## src/rtl/led_mode_sequencer.sv

```systemverilog
`default_nettype none
// ============================================================================
//  Module   : led_mode_sequencer
//  Purpose  : Step-rate prescaler, mode selection and strobe generation for
//             the four LED pattern engines. Only the selected engine gets
//             clear/step strobes; its pattern is registered onto the LEDs.
//  Revision : 1.0  initial release
// ============================================================================
module led_mode_sequencer #(
  parameter int TICK_DIV   = 4,   // clock cycles per pattern step (>= 2)
  parameter int AUTO_STEPS = 16   // steps per mode before auto-advance (>= 1)
) (
  input  logic       clk,
  input  logic       reset,
  input  logic       btn_next,
  input  logic       auto_en,
  input  logic       pause,
  input  logic [7:0] pat0,
  input  logic [7:0] pat1,
  input  logic [7:0] pat2,
  input  logic [7:0] pat3,
  output logic [1:0] mode,
  output logic [3:0] clr,
  output logic [3:0] en,
  output logic [7:0] led
);

  // Counter widths; a single-state counter still needs one bit to exist.
  localparam int PW = (TICK_DIV   > 1) ? $clog2(TICK_DIV)   : 1;
  localparam int SW = (AUTO_STEPS > 1) ? $clog2(AUTO_STEPS) : 1;

  localparam logic [PW-1:0] C_PRESC_MAX = PW'(TICK_DIV - 1);
  localparam logic [SW-1:0] C_STEP_MAX  = SW'(AUTO_STEPS - 1);

  typedef enum logic [0:0] {
    S_CLEAR = 1'b0,
    S_RUN   = 1'b1
  } state_t;

  state_t        state_q,    state_d;
  logic [1:0]    mode_q,     mode_d;
  logic [PW-1:0] presc_q,    presc_d;
  logic [SW-1:0] step_q,     step_d;
  logic          btn_prev_q, btn_prev_d;
  logic [7:0]    led_q,      led_d;

  logic [3:0]    mode_onehot;
  logic [7:0]    pat_sel;
  logic          tick;
  logic          btn_rise;
  logic          auto_expire;
  logic          advance;

  // Selected-engine decode and the event terms that drive sequencing.
  always_comb begin
    mode_onehot = 4'b0001 << mode_q;
    case (mode_q)
      2'd0:    pat_sel = pat0;
      2'd1:    pat_sel = pat1;
      2'd2:    pat_sel = pat2;
      default: pat_sel = pat3;
    endcase
    tick        = (state_q == S_RUN) && !pause && (presc_q == C_PRESC_MAX);
    btn_rise    = btn_next && !btn_prev_q;
    auto_expire = auto_en && tick && (step_q == C_STEP_MAX);
    // Button edge and auto expiry in the same cycle collapse into one advance.
    advance     = (state_q == S_RUN) && (btn_rise || auto_expire);
  end

  // Next-state computation for mode, counters and the LED register.
  always_comb begin
    state_d    = state_q;
    mode_d     = mode_q;
    presc_d    = presc_q;
    step_d     = step_q;
    btn_prev_d = btn_next;
    led_d      = 8'h00;

    if (state_q == S_CLEAR) begin
      // One-cycle clear; button edges seen here are dropped on purpose.
      state_d = S_RUN;
      presc_d = '0;
      step_d  = '0;
      // The next cycle is S_RUN, so the LEDs start showing the new engine.
      led_d   = pat_sel;
    end else if (advance) begin
      mode_d  = mode_q + 2'd1;
      state_d = S_CLEAR;
      presc_d = '0;
      step_d  = '0;
      // LEDs are blanked for exactly the cycle the new engine is cleared.
      led_d   = 8'h00;
    end else begin
      led_d = pat_sel;
      if (!pause) begin
        presc_d = (presc_q == C_PRESC_MAX) ? '0 : presc_q + PW'(1);
      end
      // Step counter runs even with auto_en low; it only matters when set.
      if (tick) begin
        step_d = (step_q == C_STEP_MAX) ? '0 : step_q + SW'(1);
      end
    end
  end

  // State register with asynchronous reset.
  always_ff @(posedge clk or posedge reset) begin
    if (reset) begin
      state_q    <= S_CLEAR;
      mode_q     <= 2'd0;
      presc_q    <= '0;
      step_q     <= '0;
      btn_prev_q <= 1'b0;
      led_q      <= 8'h00;
    end else begin
      state_q    <= state_d;
      mode_q     <= mode_d;
      presc_q    <= presc_d;
      step_q     <= step_d;
      btn_prev_q <= btn_prev_d;
      led_q      <= led_d;
    end
  end

  // Strobes decode straight from registered state so reset kills them at once.
  always_comb begin
    clr = (state_q == S_CLEAR) ? mode_onehot : 4'b0000;
    en  = tick ? mode_onehot : 4'b0000;
  end

  assign mode = mode_q;
  assign led  = led_q;

endmodule
`default_nettype wire

```

## config.mk

```make
export PLATFORM = sky130hd
export DESIGN_NAME = led_mode_sequencer
export DESIGN_NICKNAME = d
export VERILOG_FILES = /design/src/rtl/led_mode_sequencer.sv
export SDC_FILE = /design/constraint.sdc
export NUM_CORES = 1
export LEC_CHECK = 0
export BUFFER_PORTS_ARGS = -buffer_cell sky130_fd_sc_hd__buf_4
export CORE_MARGIN = 2
export CORE_UTILIZATION = 40
export CTS_CLUSTER_DIAMETER = 50
export CTS_CLUSTER_SIZE = 10
export DETAILED_ROUTE_END_ITERATION = 12
export GPL_TIMING_DRIVEN = 0
export HOLD_SLACK_MARGIN = 0.1
export PLACE_DENSITY_LB_ADDON = 0.12
export SLEW_MARGIN = 20
export SYNTH_ARGS = -nofsm -noshare
export SYNTH_HDL_FRONTEND = slang
export SYNTH_SLANG_ARGS = --single-unit
```

## constraint.sdc

```tcl
create_clock -name clk -period 1.4 [get_ports clk]
set_input_delay 0.07 -clock clk [delete_from_list [all_inputs] [get_ports clk]]
set_output_delay 0.07 -clock clk [all_outputs]
set_load 0.005 [all_outputs]
```

==> report_table.html, run 1 <==
<table>
<tr><th>Metric</th><th>Value</th></tr>
<tr><th colspan="2">Die</th></tr>
<tr><td>Initial core utilization</td><td>42.6%</td></tr>
<tr><td>Number of ports placed on the die boundary</td><td>55</td></tr>
<tr><td>Core outline area</td><td>2480 um2</td></tr>
<tr><td>Height of the chip</td><td>55.4 um</td></tr>
<tr><td>Chip Width</td><td>55.4 um</td></tr>
<tr><td>Cell Rows</td><td>18</td></tr>
<tr><td>Area enclosed by the die boundary</td><td>3060 um2</td></tr>
<tr><th colspan="2">Final layout</th></tr>
<tr><td>Fraction of final layout cells with drive strength greater than 1</td><td>51.6%</td></tr>
<tr><td>Fillers</td><td>175</td></tr>
<tr><td>Total area of sequential cells</td><td>453 um2</td></tr>
<tr><td>Total inserted antenna cells</td><td>0</td></tr>
<tr><td>Post-route cell area</td><td>1910 um2</td></tr>
<tr><td>Area occupied by multi-input gates</td><td>663 um2</td></tr>
<tr><td>Final core utilization</td><td>77.0%</td></tr>
<tr><td>Area growth from synthesis to final layout</td><td>80.8%</td></tr>
<tr><td>Net count, final</td><td>231</td></tr>
<tr><th colspan="2">Synth</th></tr>
<tr><td>Count of cell types in the netlist</td><td>28</td></tr>
<tr><td>Average cell area after synthesis</td><td>9.86 um2</td></tr>
<tr><td>Post-synth net total</td><td>151</td></tr>
<tr><td>Synth Area in Simple Gates</td><td>20.3%</td></tr>
<tr><td>Main combinational cell family by area after synthesis</td><td>simple AND/OR/NAND/NOR gates</td></tr>
<tr><td>Yosys Warn Count</td><td>0</td></tr>
<tr><td>Share of the synthesized area in compound gates (AO/OA/AOI/OAI)</td><td>19.6%</td></tr>
<tr><td>Flip-flop and latch count after synthesis</td><td>18</td></tr>
<tr><td>Sequential fraction of the synthesis area</td><td>42.7%</td></tr>
<tr><td>Number of instances in the synthesized netlist</td><td>107</td></tr>
<tr><td>Multiplexer share of the synthesized area</td><td>2.02%</td></tr>
<tr><td>Adder and majority cell fraction of the synthesized area</td><td>8.30%</td></tr>
<tr><td>Synth Cell Area</td><td>1050 um2</td></tr>
<tr><td>Fraction of synthesized cell area in xor and xnor cells</td><td>1.66%</td></tr>
<tr><th colspan="2">Power</th></tr>
<tr><td>Areal power density over the cells</td><td>1410 nW/um2</td></tr>
<tr><td>Overall power</td><td>2.70 mW</td></tr>
<tr><td>Worst IR Drop VDD</td><td>1230 uV</td></tr>
<tr><td>Static leakage</td><td>0.922 nW</td></tr>
<tr><th colspan="2">Route</th></tr>
<tr><td>Via-per-instance ratio</td><td>5.23</td></tr>
<tr><td>Number of violations reported at the end of detailed-routing iteration 0</td><td>38</td></tr>
<tr><td>Total vias in the final route</td><td>1130</td></tr>
<tr><td>Detailed Routing Iterations Pass 1</td><td>4</td></tr>
<tr><td>Routed length per instance</td><td>14.3 um</td></tr>
<tr><td>Total Routed Length</td><td>3090 um</td></tr>
<tr><td>Number of remaining DRC errors</td><td>0</td></tr>
<tr><td>Final ANT Viol Nets</td><td>0</td></tr>
<tr><th colspan="2">Clocking</th></tr>
<tr><td>CTS tree</td><td>done</td></tr>
<tr><td>Clock Latency Late Sink</td><td>0.30 ns</td></tr>
<tr><td>Clock H-tree levels</td><td>1</td></tr>
<tr><td>Clock Pin Slew Worst Setup and Hold Paths</td><td>0.11 ns</td></tr>
<tr><td>Number of buffers created by CTS</td><td>3</td></tr>
<tr><td>Longest Clk Path Bufs</td><td>2</td></tr>
<tr><td>Num Clock Sinks</td><td>18</td></tr>
<tr><td>Clock tree root buffer cell</td><td>sky130_fd_sc_hd__clkbuf_4</td></tr>
<tr><th colspan="2">Hold path</th></tr>
<tr><td>Min-delay src</td><td>pat3[0]</td></tr>
<tr><td>Path category of the worst min-delay check</td><td>primary input to register</td></tr>
<tr><th colspan="2">Setup path</th></tr>
<tr><td>Source of the critical timing path</td><td>presc_q[0]$_DFFE_PP0P_</td></tr>
<tr><td>Highest net fanout along the worst path</td><td>5</td></tr>
<tr><td>Critical path endpoint category</td><td>output port</td></tr>
<tr><td>Reg-to-reg startpoint</td><td>mode[0]$_DFFE_PP0P_</td></tr>
<tr><td>Critical path arrival</td><td>1.42 ns</td></tr>
<tr><td>Required time of the worst setup path</td><td>1.33 ns</td></tr>
<tr><td>Start-to-end type of the worst setup path</td><td>register to output port</td></tr>
<tr><td>Sort of element at the start of the critical path</td><td>register</td></tr>
<tr><th colspan="2">Timing</th></tr>
<tr><td>Relative slew slack</td><td>52.3%</td></tr>
<tr><td>Final min period</td><td>1.49 ns</td></tr>
<tr><td>Final-layout worst hold slack</td><td>0.113 ns</td></tr>
<tr><td>Post-route setup slack</td><td>-0.0935 ns</td></tr>
<tr><td>Slew at the pin closest to its max-slew limit</td><td>0.715 ns</td></tr>
<tr><td>RSZ-0062 raised after global routing</td><td>yes</td></tr>
<tr><td>Setup skew after layout</td><td>0.00265 ns</td></tr>
<tr><td>Final count of negative-setup-slack endpoints</td><td>12</td></tr>
<tr><td>Final clock period utilization by the worst path</td><td>107%</td></tr>
<tr><td>Number of max-slew violations in the final report</td><td>0</td></tr>
<tr><td>Number of hold violations in the final report</td><td>0</td></tr>
<tr><td>Top achievable clock speed</td><td>670 MHz</td></tr>
<tr><th colspan="2">Outcome</th></tr>
<tr><td>Status</td><td>finished, violations left</td></tr>
<tr><td>Violated checks</td><td>setup timing</td></tr>
<tr><th colspan="2">Place</th></tr>
<tr><td># port buffers</td><td>54</td></tr>
<tr><td>Total placed instance area</td><td>1530 um2</td></tr>
<tr><td>Estimated wirelength of the detail-placed design</td><td>2080 um</td></tr>
<tr><td>Gpl congestion</td><td>0.719</td></tr>
<tr><td>Setup slack at placement</td><td>-0.205 ns</td></tr>
<tr><th colspan="2">GRT</th></tr>
<tr><td>Pin count of the biggest net entering global routing</td><td>19</td></tr>
<tr><td>Total routing resource utilization after global routing</td><td>20.7%</td></tr>
<tr><td>Global-route congestion overflow total</td><td>0</td></tr>
<tr><td>Antenna violations before repair</td><td>0</td></tr>
<tr><td>Global-route wire length before repair</td><td>5110 um</td></tr>
<tr><td>Vias in the first global route</td><td>1120</td></tr>
<tr><th colspan="2">Run</th></tr>
<tr><td>Count of max-cap constraint violations</td><td>0</td></tr>
</table>
-- what timing repair did --
action,in CTS,in global routing
buffers inserted,11,4
resized for setup,23,10
cloned,0,0
hold endpoints to repair,27,0
setup endpoints to repair,17,20
hold buffers,10,0
pin swaps,20,13
-- Yosys cell counts --
cell type	instances	area [um2]
sky130_fd_sc_hd__nand4_2	1	12.5
sky130_fd_sc_hd__nand2_1	11	41.3
sky130_fd_sc_hd__or3_1	1	6.26
sky130_fd_sc_hd__buf_2	1	5.00
sky130_fd_sc_hd__nand2b_4	1	13.8
sky130_fd_sc_hd__and2b_1	4	30.0
sky130_fd_sc_hd__a21oi_1	5	25.0
sky130_fd_sc_hd__dfrtp_1	18	450
sky130_fd_sc_hd__buf_6	1	11.3
sky130_fd_sc_hd__and3_1	4	25.0
sky130_fd_sc_hd__xor2_1	1	8.76
sky130_fd_sc_hd__nor3_1	2	10.0
sky130_fd_sc_hd__o21a_1	8	60.1
sky130_fd_sc_hd__a311o_1	1	10.0
sky130_fd_sc_hd__o21ai_0	1	5.00
sky130_fd_sc_hd__nand3_1	1	5.00
sky130_fd_sc_hd__mux2i_1	1	10.0
sky130_fd_sc_hd__o31ai_4	1	21.3
sky130_fd_sc_hd__xnor2_1	1	8.76
sky130_fd_sc_hd__nor2_1	11	41.3
sky130_fd_sc_hd__nor2b_1	1	6.26
sky130_fd_sc_hd__inv_1	6	22.5
sky130_fd_sc_hd__a222oi_1	8	80.1
sky130_fd_sc_hd__nand3b_1	3	22.5
sky130_fd_sc_hd__mux2_2	1	11.3
sky130_fd_sc_hd__clkbuf_1	5	18.8
sky130_fd_sc_hd__ha_1	7	87.6
sky130_fd_sc_hd__o21ai_1	1	5.00
-- power by group --
group | total (mW) | internal [mW] | switching, mW | leakage (nW)
combinational | 1.62 | 0.930 | 0.687 | 0.675
sequential | 0.749 | 0.664 | 0.0855 | 0.227
clock | 0.330 | 0.159 | 0.172 | 0.0210
total | 2.70 | 1.75 | 0.944 | 0.922
-- cell type report --
class	count	share of cell area, %
Tap cell	30	1.97
Buffer	3	1.25
Inverter	6	1.31
Multi-Input combinational cell	76	34.8
Sequential cell	18	23.8
Timing Repair Buffer	79	35.0
Clock buffer	4	1.90
-- critical path: stages (launching register included) --
cell and delay, ns:
sky130_fd_sc_hd__dfrtp_1 0.43, sky130_fd_sc_hd__ha_4 0.18, sky130_fd_sc_hd__and2b_2 0.23, sky130_fd_sc_hd__and3_4 0.18
sky130_fd_sc_hd__buf_6 0.11
-- logic make-up (layout without fill, tap and decap cells) --
family | after synthesis | count (layout)
flip-flops | 18 | 18
adder cells (fa/ha/maj) | 7 | 7
AND/OR/NAND/NOR | 40 | 40
XOR/XNOR | 2 | 2
buffers and inverters | 13 | 92
multiplexers | 2 | 2
AO/OA/AOI/OAI | 25 | 25
-- metrics by stage --
stage          cells  setup TNS, ns
4_1_cts          212         -0.551
2_1_floorplan    107              0
5_1_grt          216          -1.66
3_3_place_gp     191         -0.925
3_5_place_dp     191          -1.49
6_report         216         -0.540
-- sequential cells by signal, summed over array words and instances (netlist names) --
| register | count |
|---|---|
| led | 8 |
| step_q | 4 |
| mode | 2 |
| presc_q | 2 |
| btn_prev_q | 1 |
| state_q | 1 |
-- layout by cell type (no fill, tap or decap), types with 2 or more instances in the layout --
cell and count:
sky130_fd_sc_hd__buf_6 11, sky130_fd_sc_hd__buf_4 59, sky130_fd_sc_hd__nor2_1 11, sky130_fd_sc_hd__and2b_1 3, sky130_fd_sc_hd__nor3_1 2, sky130_fd_sc_hd__ha_4 6
sky130_fd_sc_hd__nand3b_1 3, sky130_fd_sc_hd__dfrtp_1 16, sky130_fd_sc_hd__a21oi_1 5, sky130_fd_sc_hd__dlygate4sd3_1 10, sky130_fd_sc_hd__o21a_1 8, sky130_fd_sc_hd__inv_1 4
sky130_fd_sc_hd__a222oi_1 8, sky130_fd_sc_hd__dfrtp_2 2, sky130_fd_sc_hd__and3_4 4, sky130_fd_sc_hd__nand2_1 11, sky130_fd_sc_hd__clkbuf_4 3
-- path summary, 6_finish.rpt --
path | cells after the start | slack, ns | end
worst min-delay path | 4 | 0.11 | led[0]$_DFF_PP0_
min in group asynchronous | 3 | 0.45 | led[4]$_DFF_PP0_
worst max register to register | 6 | -0.04 | led[6]$_DFF_PP0_
worst min register to register | 2 | 0.63 | step_q[3]$_DFFE_PP0P_
max in group asynchronous | 3 | 0.45 | step_q[0]$_DFFE_PP0P_
worst max-delay path | 4 | -0.09 | en[0]
-- metal layers --
| metal | vias to the layer above | share of wire (%) | track usage, % | wire [um] |
|---|---|---|---|---|
| met5 | - | 0 | 0 | 0 |
| met4 | 0 | 1.3 | 6.97 | 40 |
| met3 | 4 | 7.1 | 3.51 | 218 |
| met2 | 56 | 54 | 37.2 | 1670 |
| met1 | 533 | 38 | 24.8 | 1160 |
| li1 | 537 | - | - | - |
No activity file was read; power rests on OpenSTA's default activity.
==> inputs of run 2 (changes only) <==
--- a/config.mk
+++ b/config.mk
@@ -5,6 +5,7 @@
 export SDC_FILE = /design/constraint.sdc
 export NUM_CORES = 1
 export LEC_CHECK = 0
+export ABC_AREA = 1
 export BUFFER_PORTS_ARGS = -buffer_cell sky130_fd_sc_hd__buf_4
 export CORE_MARGIN = 2
 export CORE_UTILIZATION = 40
==> run 2 against run 1 <==
The flow still finishes with violations (setup timing). Wire length grew 28%. Count of clock-buffer cells in the layout unchanged. Non-clock buffer count rose by 1. Area after synthesis up 3.8%. Global-route usage up 2.4 points. Fmax is 6.5% higher. Final area is 6.4% higher. Register-to-register slack better by 0.04 ns. Clock skew is 0.0013 ns lower. Critical endpoint unchanged.
==> report_table.html, run 2 <==
<table>
<tr><th>Metric</th><th>Value</th></tr>
<tr><th colspan="2">Outcome</th></tr>
<tr><td>Status</td><td>finished, violations left</td></tr>
<tr><td>Violated checks</td><td>setup timing</td></tr>
<tr><th colspan="2">Synth</th></tr>
<tr><td>Flip-flop and latch count after synthesis</td><td>18 (unchanged)</td></tr>
<tr><td>Library cell occupying the most area in the post-synthesis netlist</td><td>sky130_fd_sc_hd__dfrtp_1</td></tr>
<tr><td>Sequential fraction of the synthesis area</td><td>41.1% (-1.6 points)</td></tr>
<tr><td>Count of cell types in the netlist</td><td>19 (-32%)</td></tr>
<tr><td>Top-count cell post-synth</td><td>sky130_fd_sc_hd__nand2_1</td></tr>
<tr><td>Largest cells by area after synthesis</td><td>sky130_fd_sc_hd__dfrtp_1, sky130_fd_sc_hd__nand2_1, sky130_fd_sc_hd__nor2_1</td></tr>
<tr><td>Fraction of synthesized cell area in xor and xnor cells</td><td>0% (-1.7 points)</td></tr>
<tr><td>Area share of the leading cell type in the synthesized netlist</td><td>41.1% (-1.6 points)</td></tr>
<tr><td>Number of instances in the synthesized netlist</td><td>146 (+36%)</td></tr>
<tr><td>Top cells by instance count after synthesis</td><td>sky130_fd_sc_hd__nand2_1, sky130_fd_sc_hd__nor2_1, sky130_fd_sc_hd__dfrtp_1, sky130_fd_sc_hd__nand3_1, sky130_fd_sc_hd__inv_1</td></tr>
<tr><td>Post-synth net total</td><td>190 (+26%)</td></tr>
<tr><td>Average cell area after synthesis</td><td>7.50 um2 (-24%)</td></tr>
<tr><td>Post-synth EDFFs</td><td>0 (unchanged)</td></tr>
<tr><td>Share of the synthesized area in compound gates (AO/OA/AOI/OAI)</td><td>9.94% (-9.6 points)</td></tr>
<tr><td>Ys flop type</td><td>sky130_fd_sc_hd__dfrtp_1</td></tr>
<tr><td>Share of async-settable or async-resettable flops after synthesis</td><td>100% (unchanged)</td></tr>
<tr><td>Synth Area in Simple Gates</td><td>33.1% (+13 points)</td></tr>
<tr><td>Yosys Warn Count</td><td>0 (unchanged)</td></tr>
<tr><td>Main combinational cell family by area after synthesis</td><td>simple AND/OR/NAND/NOR gates</td></tr>
<tr><td>Multiplexer share of the synthesized area</td><td>0% (-2.0 points)</td></tr>
<tr><td>Synth Cell Area</td><td>1090 um2 (+3.8%)</td></tr>
<tr><td>Adder and majority cell fraction of the synthesized area</td><td>8.00% (-0.30 points)</td></tr>
<tr><th colspan="2">Final layout</th></tr>
<tr><td>Most frequent cells in the layout</td><td>sky130_fd_sc_hd__buf_4, sky130_fd_sc_hd__nand2_1, sky130_fd_sc_hd__nor2_1, sky130_fd_sc_hd__nand3_1, sky130_fd_sc_hd__dfrtp_1</td></tr>
<tr><td>Fraction of final layout cells with drive strength greater than 1</td><td>52.2% (+0.56 points)</td></tr>
<tr><td>Max FFs per register</td><td>8 (unchanged)</td></tr>
<tr><td>Commonest non-fill, non-tap cell in the layout</td><td>sky130_fd_sc_hd__buf_4</td></tr>
<tr><td>Area growth from synthesis to final layout</td><td>85.3%</td></tr>
<tr><td>Total inserted antenna cells</td><td>0 (unchanged)</td></tr>
<tr><td>Fillers</td><td>160 (-8.6%)</td></tr>
<tr><td>Total area of sequential cells</td><td>454 um2 (+0.28%)</td></tr>
<tr><td>Net count, final</td><td>275 (+19%)</td></tr>
<tr><td>Post-route cell area</td><td>2030 um2 (+6.4%)</td></tr>
<tr><td>Area occupied by multi-input gates</td><td>726 um2 (+9.4%)</td></tr>
<tr><th colspan="2">Setup path</th></tr>
<tr><td>Worst setup slack for register-to-register paths</td><td>-0.002 ns (+0.04 ns)</td></tr>
<tr><td>Endpoint of the lowest-slack register-to-register path</td><td>led[7]$_DFF_PP0_</td></tr>
<tr><td>Logic depth of the worst register-to-register path</td><td>7 (+1)</td></tr>
<tr><td>Critical path endpoint category</td><td>output port</td></tr>
<tr><td>Source of the critical timing path</td><td>pause</td></tr>
<tr><td>Reg-to-reg startpoint</td><td>mode[1]$_DFFE_PP0P_</td></tr>
<tr><td>Sort of element at the start of the critical path</td><td>primary input</td></tr>
<tr><td>Start-to-end type of the worst setup path</td><td>primary input to output port</td></tr>
<tr><td>Highest net fanout along the worst path</td><td>4 (-1)</td></tr>
<tr><td>Capture point of the critical path</td><td>en[0]</td></tr>
<tr><td>Required time of the worst setup path</td><td>1.33 ns (about the same)</td></tr>
<tr><td>Critical path arrival</td><td>1.33 ns (-0.09 ns)</td></tr>
<tr><th colspan="2">Timing</th></tr>
<tr><td>Final min period</td><td>1.40 ns (-0.0911 ns)</td></tr>
<tr><td>Setup TNS</td><td>-0.00237 ns (+0.538 ns)</td></tr>
<tr><td>Post-route setup slack</td><td>-0.00237 ns (+0.0911 ns)</td></tr>
<tr><td>Top achievable clock speed</td><td>713 MHz (+6.5%)</td></tr>
<tr><td>Relative slew slack</td><td>52.4% (+0.12 points)</td></tr>
<tr><td>Final clock period utilization by the worst path</td><td>100% (-6.5 points)</td></tr>
<tr><td>Setup skew after layout</td><td>0.00135 ns (-0.00130 ns)</td></tr>
<tr><td>Number of max-slew violations in the final report</td><td>0 (unchanged)</td></tr>
<tr><td>RSZ-0062 raised after global routing</td><td>yes</td></tr>
<tr><td>Slew at the pin closest to its max-slew limit</td><td>0.713 ns (-0.00187 ns)</td></tr>
<tr><td>Final count of negative-setup-slack endpoints</td><td>1 (-11)</td></tr>
<tr><td>Number of hold violations in the final report</td><td>0 (unchanged)</td></tr>
<tr><td>Final-layout worst hold slack</td><td>0.124 ns (+0.0111 ns)</td></tr>
<tr><th colspan="2">Power</th></tr>
<tr><td>Clock group share of total power</td><td>12.8% (+0.6 points)</td></tr>
<tr><td>Part of the power in registers</td><td>29.9% (+2.1 points)</td></tr>
<tr><td>Static leakage</td><td>1.03 nW (+11%)</td></tr>
<tr><td>NetSw</td><td>0.953 mW (+1.0%)</td></tr>
<tr><td>Internal power of the cells</td><td>1.63 mW (-7.0%)</td></tr>
<tr><td>Worst IR Drop VDD</td><td>1050 uV (-14%)</td></tr>
<tr><td>Switching part of the total power</td><td>36.9% (+1.9 points)</td></tr>
<tr><td>Overall power</td><td>2.58 mW (-4.2%)</td></tr>
<tr><td>Areal power density over the cells</td><td>1270 nW/um2 (-9.9%)</td></tr>
<tr><td>Gate power share</td><td>57.3% (-2.7 points)</td></tr>
<tr><th colspan="2">Clocking</th></tr>
<tr><td>Clock Pin Slew Worst Setup and Hold Paths</td><td>0.11 ns (about the same)</td></tr>
<tr><td>Clock Latency Late Sink</td><td>0.29 ns (about the same)</td></tr>
<tr><td>Num Clock Sinks</td><td>18 (unchanged)</td></tr>
<tr><td>Clock H-tree levels</td><td>1 (unchanged)</td></tr>
<tr><td>Longest Clk Path Bufs</td><td>2 (unchanged)</td></tr>
<tr><td>Number of buffers created by CTS</td><td>3 (unchanged)</td></tr>
<tr><td>CTS tree</td><td>done</td></tr>
<tr><td>Clock tree root buffer cell</td><td>sky130_fd_sc_hd__clkbuf_4</td></tr>
<tr><th colspan="2">Die</th></tr>
<tr><td>Area enclosed by the die boundary</td><td>3170 um2 (+3.5%)</td></tr>
<tr><td>Core outline area</td><td>2540 um2 (+2.7%)</td></tr>
<tr><td>Initial core utilization</td><td>43.0% (+0.44 points)</td></tr>
<tr><td>Cell Rows</td><td>18 (unchanged)</td></tr>
<tr><td>Height of the chip</td><td>56.3 um (+1.7%)</td></tr>
<tr><td>Chip Width</td><td>56.3 um (+1.7%)</td></tr>
<tr><td>Number of ports placed on the die boundary</td><td>55 (unchanged)</td></tr>
<tr><th colspan="2">GRT</th></tr>
<tr><td>Vias in the first global route</td><td>1239 (+11%)</td></tr>
<tr><td>Global-route wire length before repair</td><td>5820 um (+14%)</td></tr>
<tr><td>Total routing resource utilization after global routing</td><td>23.1% (+2.4 points)</td></tr>
<tr><td>Antenna violations before repair</td><td>0 (unchanged)</td></tr>
<tr><td>Pin count of the biggest net entering global routing</td><td>19 (unchanged)</td></tr>
<tr><td>Global-route congestion overflow total</td><td>0 (unchanged)</td></tr>
<tr><th colspan="2">Route</th></tr>
<tr><td>Number of violations reported at the end of detailed-routing iteration 0</td><td>47 (+24%)</td></tr>
<tr><td>Via-per-instance ratio</td><td>5.25 (+0.35%)</td></tr>
<tr><td>Total vias in the final route</td><td>1365 (+21%)</td></tr>
<tr><td>Total Routed Length</td><td>3950 um (+28%)</td></tr>
<tr><td>Number of remaining DRC errors</td><td>0 (unchanged)</td></tr>
<tr><td>Detailed Routing Iterations Pass 1</td><td>4 (unchanged)</td></tr>
<tr><td>Final ANT Viol Nets</td><td>0 (unchanged)</td></tr>
<tr><td>Routed length per instance</td><td>15.2 um (+6.1%)</td></tr>
<tr><th colspan="2">Run</th></tr>
<tr><td>Count of max-cap constraint violations</td><td>0 (unchanged)</td></tr>
<tr><th colspan="2">Place</th></tr>
<tr><td>Setup slack at placement</td><td>-0.148 ns (+0.0562 ns)</td></tr>
<tr><td>Estimated wirelength of the detail-placed design</td><td>2330 um (+12%)</td></tr>
<tr><td>Gpl congestion</td><td>0.801 (+11%)</td></tr>
<tr><td># port buffers</td><td>54 (unchanged)</td></tr>
<tr><td>Total placed instance area</td><td>1540 um2 (+0.82%)</td></tr>
<tr><th colspan="2">Hold path</th></tr>
<tr><td>Hold path cells</td><td>5 (+1)</td></tr>
<tr><td>Path category of the worst min-delay check</td><td>primary input to register</td></tr>
<tr><td>Min-delay src</td><td>pat2[4]</td></tr>
</table>
run 2: changes by cell type after synthesis, moves of 2 or more:
cell,before,now
sky130_fd_sc_hd__nand2_1,11,30
sky130_fd_sc_hd__nand3_1,1,15
sky130_fd_sc_hd__nor2_1,11,24
sky130_fd_sc_hd__o21ai_0,1,10
sky130_fd_sc_hd__a222oi_1,8,0
sky130_fd_sc_hd__inv_1,6,14
sky130_fd_sc_hd__o21a_1,8,0
sky130_fd_sc_hd__nand4_1,0,6
sky130_fd_sc_hd__and2b_1,4,0
sky130_fd_sc_hd__and3_1,4,0
sky130_fd_sc_hd__a21oi_1,5,8
sky130_fd_sc_hd__nand3b_1,3,0
sky130_fd_sc_hd__nand2_2,0,2
run 2: cell families after synthesis:
group / Yosys count
AOI/OAI and AO/OA: 19
adders and majority gates: 7
buffers and inverters: 21
DFF: 18
and+or+nand+nor: 81
run 2: what timing repair did:
action	4_1_cts	5_1_grt
setup endpoints to repair	23	23
resized for setup	21	41
hold buffers	11	0
setup buffers	11	6
pin swaps	6	11
hold endpoints to repair	29	0
gates cloned	1	1
run 2: area by class of cell:
cell class,count,share of cell area [%]
tap,30,1.85
inverter,16,3.76
sequential,18,22.4
clock buffer,4,1.79
timing repair inverter,1,0.308
multi-input combinational,108,35.8
buffer,1,0.247
timing repair buffer,82,33.9
run 2: metal layers:
layer,part of all wire (%),GRT usage (%),routed length (um)
met5,0,0,0
met1,39,29.6,1540
met2,54,40.2,2120
met4,2.1,6.12,84
met3,5.3,3.92,211
run 2: power groups by stage:
stage	clock (mW)	sequential (mW)	combinational, mW
after floorplan	0	0.768	0.479
after global placement	0	0.755	0.907
after detailed placement	0	0.763	0.926
after CTS	0.338	0.761	1.17
after global routing	0.358	0.786	1.60
final	0.332	0.772	1.48
run 2: worst min path at each step:
stage,endpoint
floorplan,btn_prev_q$_DFF_PP0_
global placement,btn_prev_q$_DFF_PP0_
detailed placement,btn_prev_q$_DFF_PP0_
CTS,led[6]$_DFF_PP0_
global route,led[6]$_DFF_PP0_
finish,led[4]$_DFF_PP0_
run 2: stage by stage:
step	std cells	utilization, %
after detailed placement	230	60.4
after global routing	260	79.7
after floorplan	146	-
after global placement	230	60.4
final	260	79.7
after CTS	253	72.8
run 2: critical path, stage by stage:
cell and delay [ns]:
sky130_fd_sc_hd__dlygate4sd3_1 0.54, sky130_fd_sc_hd__buf_4 0.16, sky130_fd_sc_hd__inv_2 0.10, sky130_fd_sc_hd__nand2_4 0.07, sky130_fd_sc_hd__nor2_4 0.10, sky130_fd_sc_hd__inv_2 0.07, sky130_fd_sc_hd__nor2_1 0.11, sky130_fd_sc_hd__buf_4 0.12
==> inputs of run 3 (changes only) <==
--- a/config.mk
+++ b/config.mk
@@ -6,8 +6,7 @@
 export NUM_CORES = 1
 export LEC_CHECK = 0
 export ABC_AREA = 1
-export BUFFER_PORTS_ARGS = -buffer_cell sky130_fd_sc_hd__buf_4
-export CORE_MARGIN = 2
+export BUFFER_PORTS_ARGS = -buffer_cell sky130_fd_sc_hd__buf_2
 export CORE_UTILIZATION = 40
 export CTS_CLUSTER_DIAMETER = 50
 export CTS_CLUSTER_SIZE = 10
@@ -15,6 +14,7 @@
 export GPL_TIMING_DRIVEN = 0
 export HOLD_SLACK_MARGIN = 0.1
 export PLACE_DENSITY_LB_ADDON = 0.12
+export SKIP_LAST_GASP = 1
 export SLEW_MARGIN = 20
 export SYNTH_ARGS = -nofsm -noshare
 export SYNTH_HDL_FRONTEND = slang
==> run 3 against run 2 <==
The run now ends clean. Power fell by 12%. Via count fell by 6.3%. Final area fell by 11%. Worst setup slack improved by 0.0093 ns. Count of clock-buffer cells in the layout did not move. Non-clock buffer count fell by 3. Wire length fell by 14%. Sequential cell count did not move. Fmax rose by 0.67%. Highest routed layer unchanged.
==> report_table.html, run 3 (same netlist as run 2, synthesis figures left out) <==
<table>
<tr><th>Metric</th><th>Value</th></tr>
<tr><th colspan="2">Outcome</th></tr>
<tr><td>Status</td><td>finished, final reports clean</td></tr>
<tr><th colspan="2">Die</th></tr>
<tr><td>Cell Rows</td><td>18 (unchanged)</td></tr>
<tr><td>Chip Width</td><td>54.3 um (-3.6%)</td></tr>
<tr><td>Initial core utilization</td><td>43.4% (+0.38 points)</td></tr>
<tr><td>Core outline area</td><td>2520 um2 (-0.88%)</td></tr>
<tr><td>Height of the chip</td><td>54.3 um (-3.6%)</td></tr>
<tr><td>Number of ports placed on the die boundary</td><td>55 (unchanged)</td></tr>
<tr><td>Area enclosed by the die boundary</td><td>2950 um2 (-7.0%)</td></tr>
<tr><th colspan="2">Final layout</th></tr>
<tr><td>Most frequent cells in the layout</td><td>sky130_fd_sc_hd__buf_2, sky130_fd_sc_hd__nand2_1, sky130_fd_sc_hd__nor2_1, sky130_fd_sc_hd__dfrtp_1, sky130_fd_sc_hd__nand3_1</td></tr>
<tr><td>Fraction of final layout cells with drive strength greater than 1</td><td>48.5% (-3.7 points)</td></tr>
<tr><td>Area growth from synthesis to final layout</td><td>65.4%</td></tr>
<tr><td>Fillers</td><td>200 (+25%)</td></tr>
<tr><td>Commonest non-fill, non-tap cell in the layout</td><td>sky130_fd_sc_hd__buf_2</td></tr>
<tr><td>Max FFs per register</td><td>8 (unchanged)</td></tr>
<tr><td>Post-route cell area</td><td>1810 um2 (-11%)</td></tr>
<tr><td>Total inserted antenna cells</td><td>0 (unchanged)</td></tr>
<tr><td>Net count, final</td><td>272 (-1.1%)</td></tr>
<tr><th colspan="2">Route</th></tr>
<tr><td>Final ANT Viol Nets</td><td>0 (unchanged)</td></tr>
<tr><td>Routed length per instance</td><td>13.3 um (-13%)</td></tr>
<tr><td>Detailed Routing Iterations Pass 1</td><td>5 (+1)</td></tr>
<tr><td>Total vias in the final route</td><td>1279 (-6.3%)</td></tr>
<tr><td>Number of remaining DRC errors</td><td>0 (unchanged)</td></tr>
<tr><td>Number of violations reported at the end of detailed-routing iteration 0</td><td>24 (-49%)</td></tr>
<tr><td>Total Routed Length</td><td>3410 um (-14%)</td></tr>
<tr><td>Via-per-instance ratio</td><td>4.98 (-5.2%)</td></tr>
<tr><th colspan="2">Timing</th></tr>
<tr><td>Slew at the pin closest to its max-slew limit</td><td>0.717 ns (+0.00340 ns)</td></tr>
<tr><td>Relative slew slack</td><td>52.2% (-0.23 points)</td></tr>
<tr><td>RSZ-0062 raised after global routing</td><td>yes</td></tr>
<tr><td>Top achievable clock speed</td><td>718 MHz (+0.67%)</td></tr>
<tr><td>Final count of negative-setup-slack endpoints</td><td>0 (-1)</td></tr>
<tr><td>Number of hold violations in the final report</td><td>0 (unchanged)</td></tr>
<tr><td>Final clock period utilization by the worst path</td><td>99.5% (-0.66 points)</td></tr>
<tr><td>Setup skew after layout</td><td>0.00281 ns (+0.00146 ns)</td></tr>
<tr><td>Number of max-slew violations in the final report</td><td>0 (unchanged)</td></tr>
<tr><td>Final min period</td><td>1.39 ns (-0.00926 ns)</td></tr>
<tr><th colspan="2">Setup path</th></tr>
<tr><td>Endpoint of the lowest-slack register-to-register path</td><td>mode[0]$_DFFE_PP0P_</td></tr>
<tr><td>Logic depth of the worst register-to-register path</td><td>8 (+1)</td></tr>
<tr><td>Sort of element at the start of the critical path</td><td>register</td></tr>
<tr><td>Maximum cell stage delay along the critical path</td><td>0.42 ns (-0.12 ns)</td></tr>
<tr><td>Total buffers and inverters traversed by the critical path</td><td>2 (-3)</td></tr>
<tr><td>Category of cells accounting for the largest share of critical-path delay</td><td>flip-flops</td></tr>
<tr><td>Logic depth of the worst path, buffers included</td><td>6 (-2)</td></tr>
<tr><td>Reg-to-reg startpoint</td><td>presc_q[1]$_DFFE_PP0P_</td></tr>
<tr><td>Critical-path cell list</td><td>ha_4, nand2_2, nor2_4, inv_2, nor2_1, buf_2</td></tr>
<tr><td>Capture point of the critical path</td><td>en[0]</td></tr>
<tr><td>Critical path endpoint category</td><td>output port</td></tr>
<tr><td>Highest net fanout along the worst path</td><td>4 (unchanged)</td></tr>
<tr><td>Critical path arrival</td><td>1.32 ns (about the same)</td></tr>
<tr><td>Source of the critical timing path</td><td>presc_q[1]$_DFFE_PP0P_</td></tr>
<tr><td>Required time of the worst setup path</td><td>1.33 ns (about the same)</td></tr>
<tr><td>Worst setup slack for register-to-register paths</td><td>0.007 ns (about the same)</td></tr>
<tr><td>Slowest CP cell</td><td>sky130_fd_sc_hd__dfrtp_1</td></tr>
<tr><td>Start-to-end type of the worst setup path</td><td>register to output port</td></tr>
<tr><th colspan="2">Power</th></tr>
<tr><td>Areal power density over the cells</td><td>1250 nW/um2 (-1.9%)</td></tr>
<tr><td>Worst IR Drop VDD</td><td>881 uV (-16%)</td></tr>
<tr><td>Overall power</td><td>2.26 mW (-12%)</td></tr>
<tr><td>Static leakage</td><td>0.944 nW (-8.0%)</td></tr>
<tr><th colspan="2">GRT</th></tr>
<tr><td>Global-route wire length before repair</td><td>4890 um (-16%)</td></tr>
<tr><td>Total routing resource utilization after global routing</td><td>23.1% (-0.025 points)</td></tr>
<tr><td>Pin count of the biggest net entering global routing</td><td>19 (unchanged)</td></tr>
<tr><td>Vias in the first global route</td><td>1170 (-5.6%)</td></tr>
<tr><td>Antenna violations before repair</td><td>0 (unchanged)</td></tr>
<tr><td>Global-route congestion overflow total</td><td>0 (unchanged)</td></tr>
<tr><th colspan="2">Clocking</th></tr>
<tr><td>Clock tree root buffer cell</td><td>sky130_fd_sc_hd__clkbuf_4</td></tr>
<tr><td>Clock H-tree levels</td><td>1 (unchanged)</td></tr>
<tr><td>CTS tree</td><td>done</td></tr>
<tr><td>Longest Clk Path Bufs</td><td>2 (unchanged)</td></tr>
<tr><td>Num Clock Sinks</td><td>18 (unchanged)</td></tr>
<tr><td>Clock Pin Slew Worst Setup and Hold Paths</td><td>0.12 ns (about the same)</td></tr>
<tr><td>Clock Latency Late Sink</td><td>0.30 ns (about the same)</td></tr>
<tr><td>Number of buffers created by CTS</td><td>3 (unchanged)</td></tr>
<tr><th colspan="2">Place</th></tr>
<tr><td>Estimated wirelength of the detail-placed design</td><td>2160 um (-7.0%)</td></tr>
<tr><td># port buffers</td><td>54 (unchanged)</td></tr>
<tr><td>Total placed instance area</td><td>1400 um2 (-8.8%)</td></tr>
<tr><td>Gpl congestion</td><td>0.752 (-6.1%)</td></tr>
<tr><th colspan="2">Run</th></tr>
<tr><td>Count of max-cap constraint violations</td><td>0 (unchanged)</td></tr>
<tr><th colspan="2">Hold path</th></tr>
<tr><td>Path category of the worst min-delay check</td><td>primary input to register</td></tr>
</table>
==> run 3: cell type report <==
| class | count | area (um2) | share of cell area, % |
|---|---|---|---|
| clock buffer | 4 | 36.3 | 2.00 |
| multi-input combinational | 108 | 704 | 38.9 |
| sequential | 18 | 454 | 25.1 |
| timing repair inverter | 1 | 6.26 | 0.346 |
| tap | 30 | 37.5 | 2.07 |
| inverter | 16 | 70.1 | 3.87 |
| buffer | 1 | 5.00 | 0.276 |
| timing repair buffer | 79 | 497 | 27.4 |
==> run 3: report_power, final <==
part	leakage, nW	switching (mW)	total (mW)	internal [mW]
Sequential	0.224	0.0945	0.767	0.672
Clock	0.0210	0.180	0.338	0.159
Combinational	0.699	0.600	1.16	0.558
==> run 3: how the worst min path moves through the flow <==
stage,end,slack (ns),start,cells past startpoint
after floorplan,btn_prev_q$_DFF_PP0_,0.009,reset,1
after detailed placement,btn_prev_q$_DFF_PP0_,0.20,btn_next,1
after CTS,led[7]$_DFF_PP0_,0.12,pat0[7],5
after global placement,btn_prev_q$_DFF_PP0_,0.20,btn_next,1
final,led[3]$_DFF_PP0_,0.12,pat0[3],5
after global routing,led[4]$_DFF_PP0_,0.12,pat1[4],5
==> run 3: routing by layer <==
layer	GRT usage, %	vias to the layer above	share of wire, %
met5	0	-	0
met4	7.26	0	0.41
met3	4.72	2	3.7
met2	43.9	31	55
met1	25.1	608	40
li1	-	638	-
==> run 3: what timing repair did <==
item	CTS	global route
buffers inserted	9	5
resized for setup	17	31
hold buffers	11	0
hold endpoints to repair	29	0
cloned	1	1
pin swaps	3	10
endpoints found under the setup margin	21	22
==> run 3: stage by stage <==
stage          hold WS, ns  util, %  cells  setup TNS [ns]  setup slack (ns)
2_1_floorplan      0.00857        -    146               0            0.0730
3_3_place_gp         0.200     55.6    230           -1.11            -0.113
3_5_place_dp         0.202     55.6    230           -1.77            -0.155
4_1_cts              0.116     66.1    251         -0.0143           -0.0123
5_1_grt              0.121     71.8    257          -0.605           -0.0740
6_report             0.123     71.8    257               0           0.00689
==> run 3: worst register-to-register path, cell delays in order, from the launching register on <==
cell	delay [ns]
sky130_fd_sc_hd__dfrtp_1	0.42
sky130_fd_sc_hd__ha_4	0.16
sky130_fd_sc_hd__buf_4	0.12
sky130_fd_sc_hd__nand4_4	0.12
sky130_fd_sc_hd__o21bai_4	0.20
sky130_fd_sc_hd__nand2_4	0.12
sky130_fd_sc_hd__inv_8	0.09
sky130_fd_sc_hd__nand2_1	0.06
sky130_fd_sc_hd__nand2_1	0.06
